$ cat config.mk
export PLATFORM = sky130hd
export DESIGN_NAME = key_code_encoder_flat
export DESIGN_NICKNAME = d
export VERILOG_FILES = /design/src/rtl/key_code_pkg.sv /design/src/rtl/key_code_encoder_if.sv /design/src/rtl/key_code_encoder_debounce.sv /design/src/rtl/key_code_encoder.sv /design/src/flat_wrapper.sv
export SDC_FILE = /design/constraint.sdc
export NUM_CORES = 1
export LEC_CHECK = 0
export CAP_MARGIN = 20
export CORE_MARGIN = 5
export CORE_UTILIZATION = 50
export DETAILED_ROUTE_END_ITERATION = 7
export GPL_ROUTABILITY_DRIVEN = 0
export PLACE_DENSITY_LB_ADDON = 0.15
export SYNTH_ARGS = -nofsm -noshare
export SYNTH_HDL_FRONTEND = slang
export SYNTH_SLANG_ARGS = --single-unit
$ cat constraint.sdc
create_clock -name clk -period 2.25 [get_ports clk]
set_input_delay 0.45 -clock clk [delete_from_list [all_inputs] [get_ports clk]]
set_output_delay 0.45 -clock clk [all_outputs]
set_load 0.02 [all_outputs]
$ cat src/rtl/key_code_pkg.sv
// key_code_pkg: shared types, default parameters and the key code table
// function for the front-panel key encoder.
package key_code_pkg;

  localparam int DEF_NUM_KEYS        = 4;
  localparam int DEF_CODE_W          = 8;
  localparam int DEF_DEBOUNCE_CYCLES = 50000;
  localparam int DEF_REPEAT_DELAY    = 25000000;
  localparam int DEF_REPEAT_PERIOD   = 5000000;

  // Widest code the table function can build
  localparam int MAX_CODE_W = 32;

  typedef enum logic {
    EMPTY = 1'b0,
    FULL  = 1'b1
  } ev_state_t;

  // Key idx sets bits code_w-1-2k for k = 0..idx; every other bit stays 0
  function automatic logic [MAX_CODE_W-1:0] key_code(input int idx, input int code_w);
    logic [MAX_CODE_W-1:0] c;
    c = '0;
    for (int k = 0; k < MAX_CODE_W / 2; k++) begin
      if ((k <= idx) && (code_w - 1 - 2 * k >= 0)) begin
        c = c | (MAX_CODE_W'(1) << (code_w - 1 - 2 * k));
      end
    end
    return c;
  endfunction

endpackage

$ cat src/rtl/key_code_encoder_if.sv
// key_code_encoder_if: press-event handshake between the key encoder
// (master) and the TX framing logic (slave).
interface key_code_encoder_if
  import key_code_pkg::*;
#(
  parameter int CODE_W = DEF_CODE_W
);
  logic [CODE_W-1:0] ev_code;
  logic              ev_valid;
  logic              ev_ready;
  logic              ev_drop;

  modport master (output ev_code, output ev_valid, output ev_drop, input ev_ready);
  modport slave  (input ev_code, input ev_valid, input ev_drop, output ev_ready);
endinterface

$ cat src/rtl/key_code_encoder_debounce.sv
// key_debounce: two-flop synchroniser plus stability counter for one
// active-low key. pressed is the debounced level (1 = held); rose pulses
// for one cycle on the edge where pressed goes 0 -> 1.
module key_debounce
  import key_code_pkg::*;
#(
  parameter int DEBOUNCE_CYCLES = DEF_DEBOUNCE_CYCLES
) (
  input  logic clk,
  input  logic rst_n,
  input  logic key_n,
  output logic pressed,
  output logic rose
);

  localparam int              CNT_W    = $clog2(DEBOUNCE_CYCLES + 1);
  localparam logic [CNT_W-1:0] CNT_LAST = CNT_W'(DEBOUNCE_CYCLES - 1);

  logic             sync_q1;
  logic             sync_q2;
  logic [CNT_W-1:0] cnt;
  logic             mismatch;

  // Bring the raw button into the clock domain; resets to released
  always_ff @(posedge clk or negedge rst_n) begin
    if (!rst_n) begin
      sync_q1 <= 1'b1;
      sync_q2 <= 1'b1;
    end else begin
      sync_q1 <= key_n;
      sync_q2 <= sync_q1;
    end
  end

  assign mismatch = (~sync_q2) != pressed;

  // Accept a level change only after it has been seen on DEBOUNCE_CYCLES consecutive cycles
  always_ff @(posedge clk or negedge rst_n) begin
    if (!rst_n) begin
      pressed <= 1'b0;
      cnt     <= '0;
      rose    <= 1'b0;
    end else begin
      rose <= 1'b0;
      if (!mismatch) begin
        cnt <= '0;
      end else if (cnt == CNT_LAST) begin
        pressed <= ~pressed;
        cnt     <= '0;
        rose    <= ~pressed;
      end else begin
        cnt <= cnt + 1'b1;
      end
    end
  end

endmodule

$ cat src/rtl/key_code_encoder.sv
// key_code_encoder: debounces NUM_KEYS active-low buttons, reports the
// lowest-index held key as a level code and emits one handshaked event per
// debounced press. Optional auto-repeat of the held winner is enabled by
// defining KEY_REPEAT_EN.
module key_code_encoder
  import key_code_pkg::*;
#(
  parameter int NUM_KEYS        = DEF_NUM_KEYS,
  parameter int CODE_W          = DEF_CODE_W,
  parameter int DEBOUNCE_CYCLES = DEF_DEBOUNCE_CYCLES,
  parameter int REPEAT_DELAY    = DEF_REPEAT_DELAY,
  parameter int REPEAT_PERIOD   = DEF_REPEAT_PERIOD
) (
  input  logic                clk,
  input  logic                rst_n,
  input  logic [NUM_KEYS-1:0] KEY,
  output logic [CODE_W-1:0]   code,
  key_code_encoder_if.master  ev
);

  logic [NUM_KEYS-1:0] pressed;
  logic [NUM_KEYS-1:0] rose;
  logic [CODE_W-1:0]   key_table [NUM_KEYS];
  logic [CODE_W-1:0]   winner_code;
  logic [CODE_W-1:0]   press_code;
  logic                press_ev;
  logic                new_ev;
  logic [CODE_W-1:0]   new_code;

  for (genvar i = 0; i < NUM_KEYS; i++) begin : g_key
    localparam logic [MAX_CODE_W-1:0] ENTRY = key_code(i, CODE_W);
    assign key_table[i] = ENTRY[CODE_W-1:0];

    key_debounce #(.DEBOUNCE_CYCLES(DEBOUNCE_CYCLES)) u_debounce (
      .clk    (clk),
      .rst_n  (rst_n),
      .key_n  (KEY[i]),
      .pressed(pressed[i]),
      .rose   (rose[i])
    );
  end

  // Lowest index wins, both for the held level and for newly pressed keys
  always_comb begin
    winner_code = '0;
    press_code  = '0;
    for (int i = NUM_KEYS - 1; i >= 0; i--) begin
      if (pressed[i]) winner_code = key_table[i];
      if (rose[i])    press_code  = key_table[i];
    end
  end

  assign press_ev = |rose;

  // Register the level code of the current winner
  always_ff @(posedge clk or negedge rst_n) begin
    if (!rst_n) code <= '0;
    else        code <= winner_code;
  end

`ifdef KEY_REPEAT_EN
  logic [31:0] rpt_cnt;
  logic        rpt_armed;
  logic        rpt_restart;
  logic        rpt_fire;
  logic [31:0] rpt_limit;

  assign rpt_restart = press_ev || (winner_code != code);
  assign rpt_limit   = rpt_armed ? 32'(REPEAT_PERIOD - 1) : 32'(REPEAT_DELAY - 1);
  assign rpt_fire    = !rpt_restart && (code != '0) && (rpt_cnt == rpt_limit);

  // Time how long the winner has been held; first gap is REPEAT_DELAY, later ones REPEAT_PERIOD
  always_ff @(posedge clk or negedge rst_n) begin
    if (!rst_n) begin
      rpt_cnt   <= '0;
      rpt_armed <= 1'b0;
    end else if (rpt_restart || (code == '0)) begin
      rpt_cnt   <= '0;
      rpt_armed <= 1'b0;
    end else if (rpt_fire) begin
      rpt_cnt   <= '0;
      rpt_armed <= 1'b1;
    end else begin
      rpt_cnt <= rpt_cnt + 32'd1;
    end
  end

  assign new_ev   = press_ev || rpt_fire;
  assign new_code = press_ev ? press_code : code;
`else
  assign new_ev   = press_ev;
  assign new_code = press_code;
`endif

  ev_state_t         state_q;
  ev_state_t         state_d;
  logic [CODE_W-1:0] ev_code_q;
  logic [CODE_W-1:0] ev_code_d;
  logic              drop_q;
  logic              drop_d;

  // Event register: reload on accept without a bubble, drop new events while stalled
  always_comb begin
    state_d   = state_q;
    ev_code_d = ev_code_q;
    drop_d    = 1'b0;
    case (state_q)
      EMPTY: begin
        if (new_ev) begin
          state_d   = FULL;
          ev_code_d = new_code;
        end
      end
      FULL: begin
        if (ev.ev_ready) begin
          if (new_ev) begin
            ev_code_d = new_code;
          end else begin
            state_d   = EMPTY;
            ev_code_d = '0;
          end
        end else if (new_ev) begin
          drop_d = 1'b1;
        end
      end
      default: begin
        state_d   = EMPTY;
        ev_code_d = '0;
      end
    endcase
  end

  // Event register state, code and drop pulse
  always_ff @(posedge clk or negedge rst_n) begin
    if (!rst_n) begin
      state_q   <= EMPTY;
      ev_code_q <= '0;
      drop_q    <= 1'b0;
    end else begin
      state_q   <= state_d;
      ev_code_q <= ev_code_d;
      drop_q    <= drop_d;
    end
  end

  assign ev.ev_valid = (state_q == FULL);
  assign ev.ev_code  = ev_code_q;
  assign ev.ev_drop  = drop_q;

endmodule

$ cat src/flat_wrapper.sv
// flat-port wrapper written by rule: the top's interface ports become plain ports
module key_code_encoder_flat import key_code_pkg::*;
#(
  parameter int NUM_KEYS        = DEF_NUM_KEYS,
  parameter int CODE_W          = DEF_CODE_W,
  parameter int DEBOUNCE_CYCLES = DEF_DEBOUNCE_CYCLES,
  parameter int REPEAT_DELAY    = DEF_REPEAT_DELAY,
  parameter int REPEAT_PERIOD   = DEF_REPEAT_PERIOD
)
  (clk, rst_n, KEY, code, ev_ev_code, ev_ev_valid, ev_ev_drop, ev_ev_ready);
  key_code_encoder_if #(.CODE_W(CODE_W)) ev_i ();
  input  logic clk;
  input  logic rst_n;
  input  logic [NUM_KEYS-1:0] KEY;
  output logic [CODE_W-1:0] code;
  output wire logic [$bits(ev_i.ev_code)-1:0] ev_ev_code;
  output wire logic [$bits(ev_i.ev_valid)-1:0] ev_ev_valid;
  output wire logic [$bits(ev_i.ev_drop)-1:0] ev_ev_drop;
  input wire logic [$bits(ev_i.ev_ready)-1:0] ev_ev_ready;
  assign ev_ev_code = ev_i.ev_code;
  assign ev_ev_valid = ev_i.ev_valid;
  assign ev_ev_drop = ev_i.ev_drop;
  assign ev_i.ev_ready = ev_ev_ready;
  key_code_encoder #(.NUM_KEYS(NUM_KEYS), .CODE_W(CODE_W), .DEBOUNCE_CYCLES(DEBOUNCE_CYCLES), .REPEAT_DELAY(REPEAT_DELAY), .REPEAT_PERIOD(REPEAT_PERIOD)) u_core (.clk(clk), .rst_n(rst_n), .KEY(KEY), .code(code), .ev(ev_i));
endmodule
# Word level (Yosys, flattened, before mapping)
# Index checks and enable logic that the tools add are counted.
word_totals:
  regBits: 98
  inputBits: 7
  output_inout_bits: 18
  word_cells: 86
op_classes:
  add_sub_neg: 4
  n_eq_ne: 10
  muxes: 33
  n_bitwise: 9
  reduce_logical: 6
ops:
  columns: ["op", "count"]
  rows:
  - ["2-to-1 mux 16 bit", 8]
  - ["2-to-1 mux 8 bit", 11]
  - ["adder 16 x 1 -> 16 bit, second input constant", 4]
  - ["equality test 16 bit, second input constant", 4]
  - ["case mux 8 bit (2 select lines)", 1]
  - ["2-to-1 mux 1 bit", 12]
  - ["AND reduction 2 bit", 5]
  - ["inverter 1 bit", 9]
  - ["!= test 1 bit", 4]
  - ["OR reduction 4 bit", 1]
  - ["!= test 2 x 1 -> 1 bit, second input constant", 1]
  - ["!= test 2 bit, second input constant", 1]
  - ["case mux 1 bit (2 select lines)", 1]

# Depth between registers and ports, before layout
# Gate-level depths: netlist of run 1.
depth:
  ltp_word: 7
  ltp_mapped: 6

# Modules after synthesis
# Synthesis of run 1 repeated with hierarchy kept, for this count alone.
unflattened:
  hier_cells: 392
  area_unflattened_um2: 4190.3
by_module_without_submodules:
  columns: ["module", "instances", "cells_per_inst", "area_each_um2"]
  rows:
  - ["key_debounce", 4, 86, 929.6]
  - ["key_code_encoder", 1, 48, 471.7]

# Worst setup path before layout of run 1
# Ideal clock, no wire load.
synth_timing:
  path_kind: "flip-flop to flip-flop"
  from: "register u_core.g_key[2].u_debounce.cnt[11]"
  to: "register u_core.g_key[2].u_debounce.cnt[1]"
  setup_ns: 0.120
  arrival_time_ns: 1.540
  slack_ns: 0.590
  stages_incl_launch_ff: 4
  path_cell_list: "dfrtp_1 > or3_4 > or4_4 > and3_1"
synth_via:
  elab_chain_len: 3
synth_lines:
  columns: ["item", "line_no", "text"]
  rows:
  - ["start, declared", "key_code_encoder_debounce.sv:21", "logic [CNT_W-1:0] cnt;"]
  - ["start signal, assigned", "key_code_encoder_debounce.sv:52", "cnt <= cnt + 1'b1;"]
  - ["equality test 16 bit", "key_code_encoder_debounce.sv:47", "end else if (cnt == CNT_LAST) begin"]
  - ["2-to-1 mux 16 bit", "key_code_encoder_debounce.sv:47", null]
  - ["2-to-1 mux 16 bit", "key_code_encoder_debounce.sv:45", "if (!mismatch) begin"]
# Every way passes these cells.
# A chain may end at the register's enable or synchronous reset.

# Worst setup path after layout of run 1
layout_timing:
  from: "register u_core.g_key[2].u_debounce.cnt[0]"
  to: "register u_core.g_key[2].u_debounce.cnt[3]"
layout_via:
  elab_chain_len: 3
  elab_cells_between_ends: 4
  classes_between: "add/sub (1); eq/ne (1); mux (2)"
layout_lines:
  columns: ["item", "line_no"]
  rows:
  - ["adder 16 x 1 -> 16 bit or equality test 16 bit (tied branches)", "key_code_encoder_debounce.sv:52, key_code_encoder_debounce.sv:47"]
  - ["2-to-1 mux 16 bit (*)", "key_code_encoder_debounce.sv:47"]
  - ["2-to-1 mux 16 bit (*)", "key_code_encoder_debounce.sv:45"]
# Every way passes the cells marked *; elsewhere a longest branch is shown, timed or not.

==> results.toml, run 1 <==
[die]
die-area_um2 = 10100
die_h_um = 100
io_pins = 25
die_x_um = 100
rows = 33
start_util = 0.505
core_area_um2 = 8090

[synthesis]
syn_inst = 391
synth_top_area_cell = "dfrtp_1"
ys_seq_area_frac = 0.553
synth.avg_cell_area_um2 = 10.5
synth_warnings = 0
netlist.area_leader.share = 0.502
synth.distinct_cells = 38
syn_area_um2 = 4090
synth-seq-cells = 90
synthTopCellsByArea = "dfrtp_1 50%, xnor2_1 9.4%, nor2_1 6.8%, dfstp_2 5.1%, xor2_1 3.0%"

[critical_path]
r2r_end = "u_core.g_key[2].u_debounce.cnt[3]"
r2r_cells = 5
path_buf_inv = 1
startpoint_type = "flop"
cp_slowest_cell = "o41ai_4"
cp_top_family = "compound AO/OA/AOI/OAI gates"
cp-end-kind = "flop"
r2r_start = "u_core.g_key[2].u_debounce.cnt[0]"
rrSetupSlack_ns = 0.42
crit_path_max_fanout = 11
crit_required_ns = 2.49
critical_path_arrival_ns = 2.07
critPathKind = "reg2reg"
path_cells = "ha_1 > nand3_1 > o41ai_4 > buf_4 > nor2_1"
cp-startpoint = "u_core.g_key[2].u_debounce.cnt[0]"
cpPeakStageDelay_ns = 0.51

[sta]
finalCritPeriodShare = 0.814
max_freq_mhz = 546
rsz0062_at_grt = "false"
layout_setup_ws_ns = 0.418
hold_slack_ns = 0.00604
final-setup-viol-count = 0
fin_tns_setup_ns = 0
post-route-min-period_ns = 1.83
tightest_slew_ns = 0.568
hold_viol = 0
maxSlewHeadroom = 0.618
slew_violations = 0
finClkSkew_ns = 0.0132

[cts]
hold_buffers = 0
cts_resized = 0
clk_latency_ns = 0.35
clockBufferDepth = 2
cts.sinks = 90
path_clk_slew_ns = 0.08
cts_setup_buffers = 0
cts_tree = "done"
cts_made_buffers = 9
cts_root_buf = "clkbuf_8"
htreeDepth = 3

[flow_run]
maxCapViolations = 0

[grt]
grt_max_degree = 45
antenna_found_initial = 0
globalRouteTotalUtil = 0.158
grt_pass1_vias = 2668
grt_overflow = 0
grt_pass1_wl_um = 12600

[placed_design]
postPlaceCellArea_um2 = 4350
portBuffers = 16
hpwlAfterDp_um = 4890
place_ws_ns = 0.401

[pwr]
ir_worst_vdd_mv = 0.389
p_leak_nw = 1.90
cellPowerDensity_nw_per_um2 = 662

[finish]
final_cell_area_um2 = 4570
synthToLayoutAreaGrowth_pct = 11.9
layout_commonest_cell = "dfrtp_1"
final_core_utilization = 0.565
most-common-layout-cells = "82 x dfrtp_1, 74 x nor2_1, 44 x xnor2_1, 24 x nand2_1, 20 x nand3_1"
nNetsFinal = 426
diodes = 0
multiInputGateArea_um2 = 1720
nFillCells = 708
seqCellArea_um2 = 2260
drive_gt1_frac = 0.0742

[route]
drt_pass1_iterations = 7
drt-total-wl_um = 7170
avgViaCountPerCell = 5.23
drt-initial-drc-count = 94
drc_errors = 0
vias = 2735
wl_per_cell_um = 13.7
ant_nets = 0

[status]
run_status = "complete, no violations"

[min_path]
worstHoldPathType = "in2async"
worst max-delay path by stage:
| stage | slack, ns | depth (start not counted) | endpoint |
|---|---|---|---|
| floorplan | 0.59 | 3 | u_core.g_key[2].u_debounce.cnt[1] |
| global placement | 0.44 | 5 | u_core.g_key[2].u_debounce.cnt[14] |
| detailed placement | 0.40 | 5 | u_core.g_key[2].u_debounce.cnt[3] |
| CTS | 0.38 | 5 | u_core.g_key[2].u_debounce.cnt[3] |
| global route | 0.25 | 5 | u_core.g_key[2].u_debounce.cnt[12] |
| finish | 0.42 | 5 | u_core.g_key[2].u_debounce.cnt[3] |
cells by family (layout without fill, tap and decap cells):
family / after synthesis / after routing / share of synthesized area
simple gates: 197 / 197 / 0.245
flops: 90 / 90 / 0.553
compound gates: 17 / 17 / 0.0303
fa+ha+maj: 4 / 4 / 0.0122
mux: 1 / 1 / 0.00245
buf+inv: 23 / 43 / 0.0312
xor+xnor: 58 / 58 / 0.124
other cells: 1 / 8 / 0.000917
layer usage:
layer | track usage | share of wire | up-vias
met5 | 0 | 0 | -
met2 | 0.223 | 0.44 | 39
met4 | 0.0684 | 0.017 | 0
li1 | - | - | 1372
met3 | 0.0354 | 0.033 | 10
met1 | 0.234 | 0.51 | 1314
synthesized netlist by cell type (all sizes together):
library cell and instances:
dfrtp 82, nor2 74, xnor2 44, nand2 24, nand3 21, nor3 18, nand4 15, nor4 14
xor2 14, buf 13, inv 10, and3 9, dfstp 8, o21ai 8, nor4b 5, and4 4
ha 4, nor4bb 4, a21oi 3, nand2b 2, o41ai 2, or3 2, or4 2, a22o 1
a22oi 1, a2bb2oi 1, and3b 1, conb 1, mux2i 1, nand3b 1, nor2b 1, o31ai 1
metrics by stage:
stage	std cells	power (mW)
5_1_grt	523	3.15
3_3_place_gp	509	1.83
4_1_cts	523	3.06
3_5_place_dp	509	1.83
6_report	523	3.03
2_1_floorplan	398	1.77
cell type report:
| type | count | area share |
|---|---|---|
| clock buffers | 12 | 0.0361 |
| clock inverters | 2 | 0.0131 |
| inverters | 10 | 0.00821 |
| multi-input cells | 285 | 0.377 |
| flip-flops and latches | 90 | 0.495 |
| well taps | 105 | 0.0287 |
| repair buffers | 19 | 0.0421 |
sequential cells by signal, summed over array words and instances, names as in the netlist:
signal	cells
u_core.g_key.u_debounce.cnt	64
u_core.code	4
u_core.ev.ev_code	4
u_core.g_key.u_debounce.pressed	4
u_core.g_key.u_debounce.rose	4
u_core.g_key.u_debounce.sync_q1	4
u_core.g_key.u_debounce.sync_q2	4
u_core.ev.ev_drop	1
u_core.ev.ev_valid	1
power breakdown:
group / switching, mW / internal (mW) / leakage [nW]
clock network: 0.524 / 0.705 / 0.115
logic: 0.0821 / 0.0420 / 0.566
registers: 0.0236 / 1.65 / 1.22
total: 0.629 / 2.40 / 1.90
worst reg2reg max path, cell delays in order, from the launching register on:
cell and delay [ns]:
dfrtp_1 0.39, ha_1 0.19, nand3_1 0.30, o41ai_4 0.51
buf_4 0.26, nor2_1 0.07
(Power assumes the default switching activity.)
==> run 2, diff against run 1 <==
==> constraint.sdc (replaced) <==
create_clock -name clk -period 1.85 [get_ports clk]
set_input_delay 0.37 -clock clk [delete_from_list [all_inputs] [get_ports clk]]
set_output_delay 0.37 -clock clk [all_outputs]
set_load 0.02 [all_outputs]
==> results.toml, run 2 (synthesized netlist as in run 1, its figures left out) <==
[status]
run_status = "complete, no violations"

[sta]
finalCritPeriodShare = 0.962
tightest_slew_ns = 0.573
finClkSkew_ns = 0.0101
rsz0062_at_grt = "false"
maxSlewHeadroom = 0.614
hold_viol = 0
post-route-min-period_ns = 1.78
slew_violations = 0
hold_slack_ns = 0.359
max_freq_mhz = 562
final-setup-viol-count = 0
fin_tns_setup_ns = 0

[pwr]
finalPower_mw = 3.55
seq_power_share = 0.573
power.share.clock = 0.380
p_switching_mw = 0.847
cellPowerDensity_nw_per_um2 = 768
p_comb_frac = 0.046
p_int_mw = 2.70
p_leak_nw = 1.93
ir_worst_vdd_mv = 0.318
switching_share = 0.239

[critical_path]
cp-end-kind = "flop"
rrSetupSlack_ns = 0.07
startpoint_type = "flop"
critPathKind = "reg2reg"
r2r_cells = 4
critical_path_arrival_ns = 2.02
r2r_start = "u_core.g_key[2].u_debounce.cnt[12]"
r2r_end = "u_core.g_key[2].u_debounce.cnt[1]"
crit_required_ns = 2.09
crit_path_max_fanout = 4

[cts]
cts_made_buffers = 9
clk_latency_ns = 0.36
clockBufferDepth = 2
cts_tree = "done"
cts.sinks = 90
htreeDepth = 3
cts_root_buf = "clkbuf_8"
path_clk_slew_ns = 0.09

[grt]
antenna_found_initial = 0
met2_usage = 0.237
grt_pass1_wl_um = 12700
grt_max_degree = 30
use_met3 = 0.0389
grt.busiest_layer = "met2"
globalRouteTotalUtil = 0.158
grt_pass1_vias = 2680
use_met1 = 0.226
grt_overflow = 0

[finish]
final_core_utilization = 0.571
most-common-layout-cells = "82 x dfrtp_1, 74 x nor2_1, 44 x xnor2_1, 24 x nand2_1, 20 x nand3_1"
synthToLayoutAreaGrowth_pct = 13.1
largest_reg_flops = 64
layout_commonest_cell = "dfrtp_1"
fin_cells = 534
top_register = "u_core.g_key.u_debounce.cnt"
nFillCells = 728
drive_gt1_frac = 0.0956
diodes = 0
nNetsFinal = 435

[flow_run]
maxCapViolations = 0

[die]
die_h_um = 100
die-area_um2 = 10100
io_pins = 25
start_util = 0.505
rows = 33
die_x_um = 100
core_area_um2 = 8090

[route]
avgViaCountPerCell = 5.29
vias = 2824
drc_errors = 0
drt-initial-drc-count = 120
wl_per_cell_um = 13.7
drt_pass1_iterations = 4
ant_nets = 0
drt-total-wl_um = 7310

[min_path]
hold_end = "u_core.g_key[0].u_debounce.sync_q2"
min_path_cells = 0
worstHoldPathType = "reg2reg"
min_from = "u_core.g_key[0].u_debounce.sync_q1"

[placed_design]
portBuffers = 16
placed_cells = 517
hpwlAfterDp_um = 5090
run 2: changes by cell type in the layout (fill, tap and decap cells not counted), moves of 2 or more:
cell	change
inv_6	+2
buf_4	+7
clkinv_4	+2
clkbuf_8	-3
run 2: area by class of cell:
cell class / instances / area [um2] / share of cell area
Tap cell: 105 / 131 / 0.0284
Clock inverter: 7 / 77.6 / 0.0168
Timing Repair Buffer: 28 / 267 / 0.0576
Sequential cell: 90 / 2260 / 0.489
Clock buffer: 9 / 124 / 0.0268
Multi-Input combinational cell: 285 / 1720 / 0.373
Inverter: 10 / 37.5 / 0.00812
run 2: what timing repair did:
item / CTS / global route
resized for setup: 0 / 1
setup buffers: 0 / 0
hold endpoints to repair: 16 / 0
hold buffers: 1 / 0
endpoints found under the setup margin: 0 / 9
run 2: routing by layer:
layer / routed length (um) / share of wire / up-vias
met1: 3590 / 0.49 / 1380
li1: - / - / 1401
met5: 0 / 0 / -
met3: 261 / 0.036 / 6
met4: 64 / 0.0088 / 0
met2: 3400 / 0.46 / 37
run 2: per-stage QoR:
step	cell area [um2]	worst slack, ns
3_5_place_dp	4410	0.117
6_report	4620	0.0710
2_1_floorplan	4110	0.190
4_1_cts	4620	0.0629
3_3_place_gp	4410	0.142
5_1_grt	4620	0.00874
run 2: critical path, stage by stage (launching register included):
cell and delay (ns):
dfrtp_1 0.45, nor4b_2 0.28, nand3b_1 0.17, or4_4 0.57, and3_1 0.20
run 2: how the worst max path moves through the flow:
stage	startpoint	endpoint	depth (start not counted)
2_1_floorplan	u_core.g_key[2].u_debounce.cnt[11]	u_core.g_key[2].u_debounce.cnt[1]	3
3_3_place_gp	u_core.g_key[2].u_debounce.cnt[12]	u_core.g_key[2].u_debounce.cnt[1]	4
3_5_place_dp	u_core.g_key[2].u_debounce.cnt[11]	u_core.g_key[2].u_debounce.cnt[11]	4
4_1_cts	u_core.ev.ev_valid	ev_ev_valid	1
5_1_grt	u_core.g_key[2].u_debounce.cnt[12]	u_core.g_key[2].u_debounce.cnt[1]	4
6_report	u_core.g_key[2].u_debounce.cnt[12]	u_core.g_key[2].u_debounce.cnt[1]	4
run 2: power groups by stage:
| stage | logic (mW) | registers (mW) | clock network (mW) |
|---|---|---|---|
| floorplan | 0.0847 | 2.07 | 0 |
| CTS | 0.169 | 2.04 | 1.40 |
| finish | 0.164 | 2.04 | 1.35 |
| global placement | 0.162 | 2.07 | 0 |
| global route | 0.189 | 2.04 | 1.48 |
| detailed placement | 0.165 | 2.07 | 0 |
==> run 3, diff against run 2 <==
--- a/config.mk
+++ b/config.mk
@@ -8,6 +8,7 @@
 export CAP_MARGIN = 20
 export CORE_MARGIN = 5
 export CORE_UTILIZATION = 50
+export CTS_CLUSTER_SIZE = 28
 export DETAILED_ROUTE_END_ITERATION = 7
 export GPL_ROUTABILITY_DRIVEN = 0
 export PLACE_DENSITY_LB_ADDON = 0.15
==> constraint.sdc (replaced) <==
create_clock -name clk -period 1.85 [get_ports clk]
set_input_delay 0.37 -clock clk [delete_from_list [all_inputs] [get_ports clk]]
set_output_delay 0.37 -clock clk [all_outputs]
set_load 0.005 [all_outputs]
==> results of run 3 <==
The final DEF is identical to that of run 2. Status: complete, no violations.
Among the figures that moved: total power 3.55 mW -> 3.54 mW
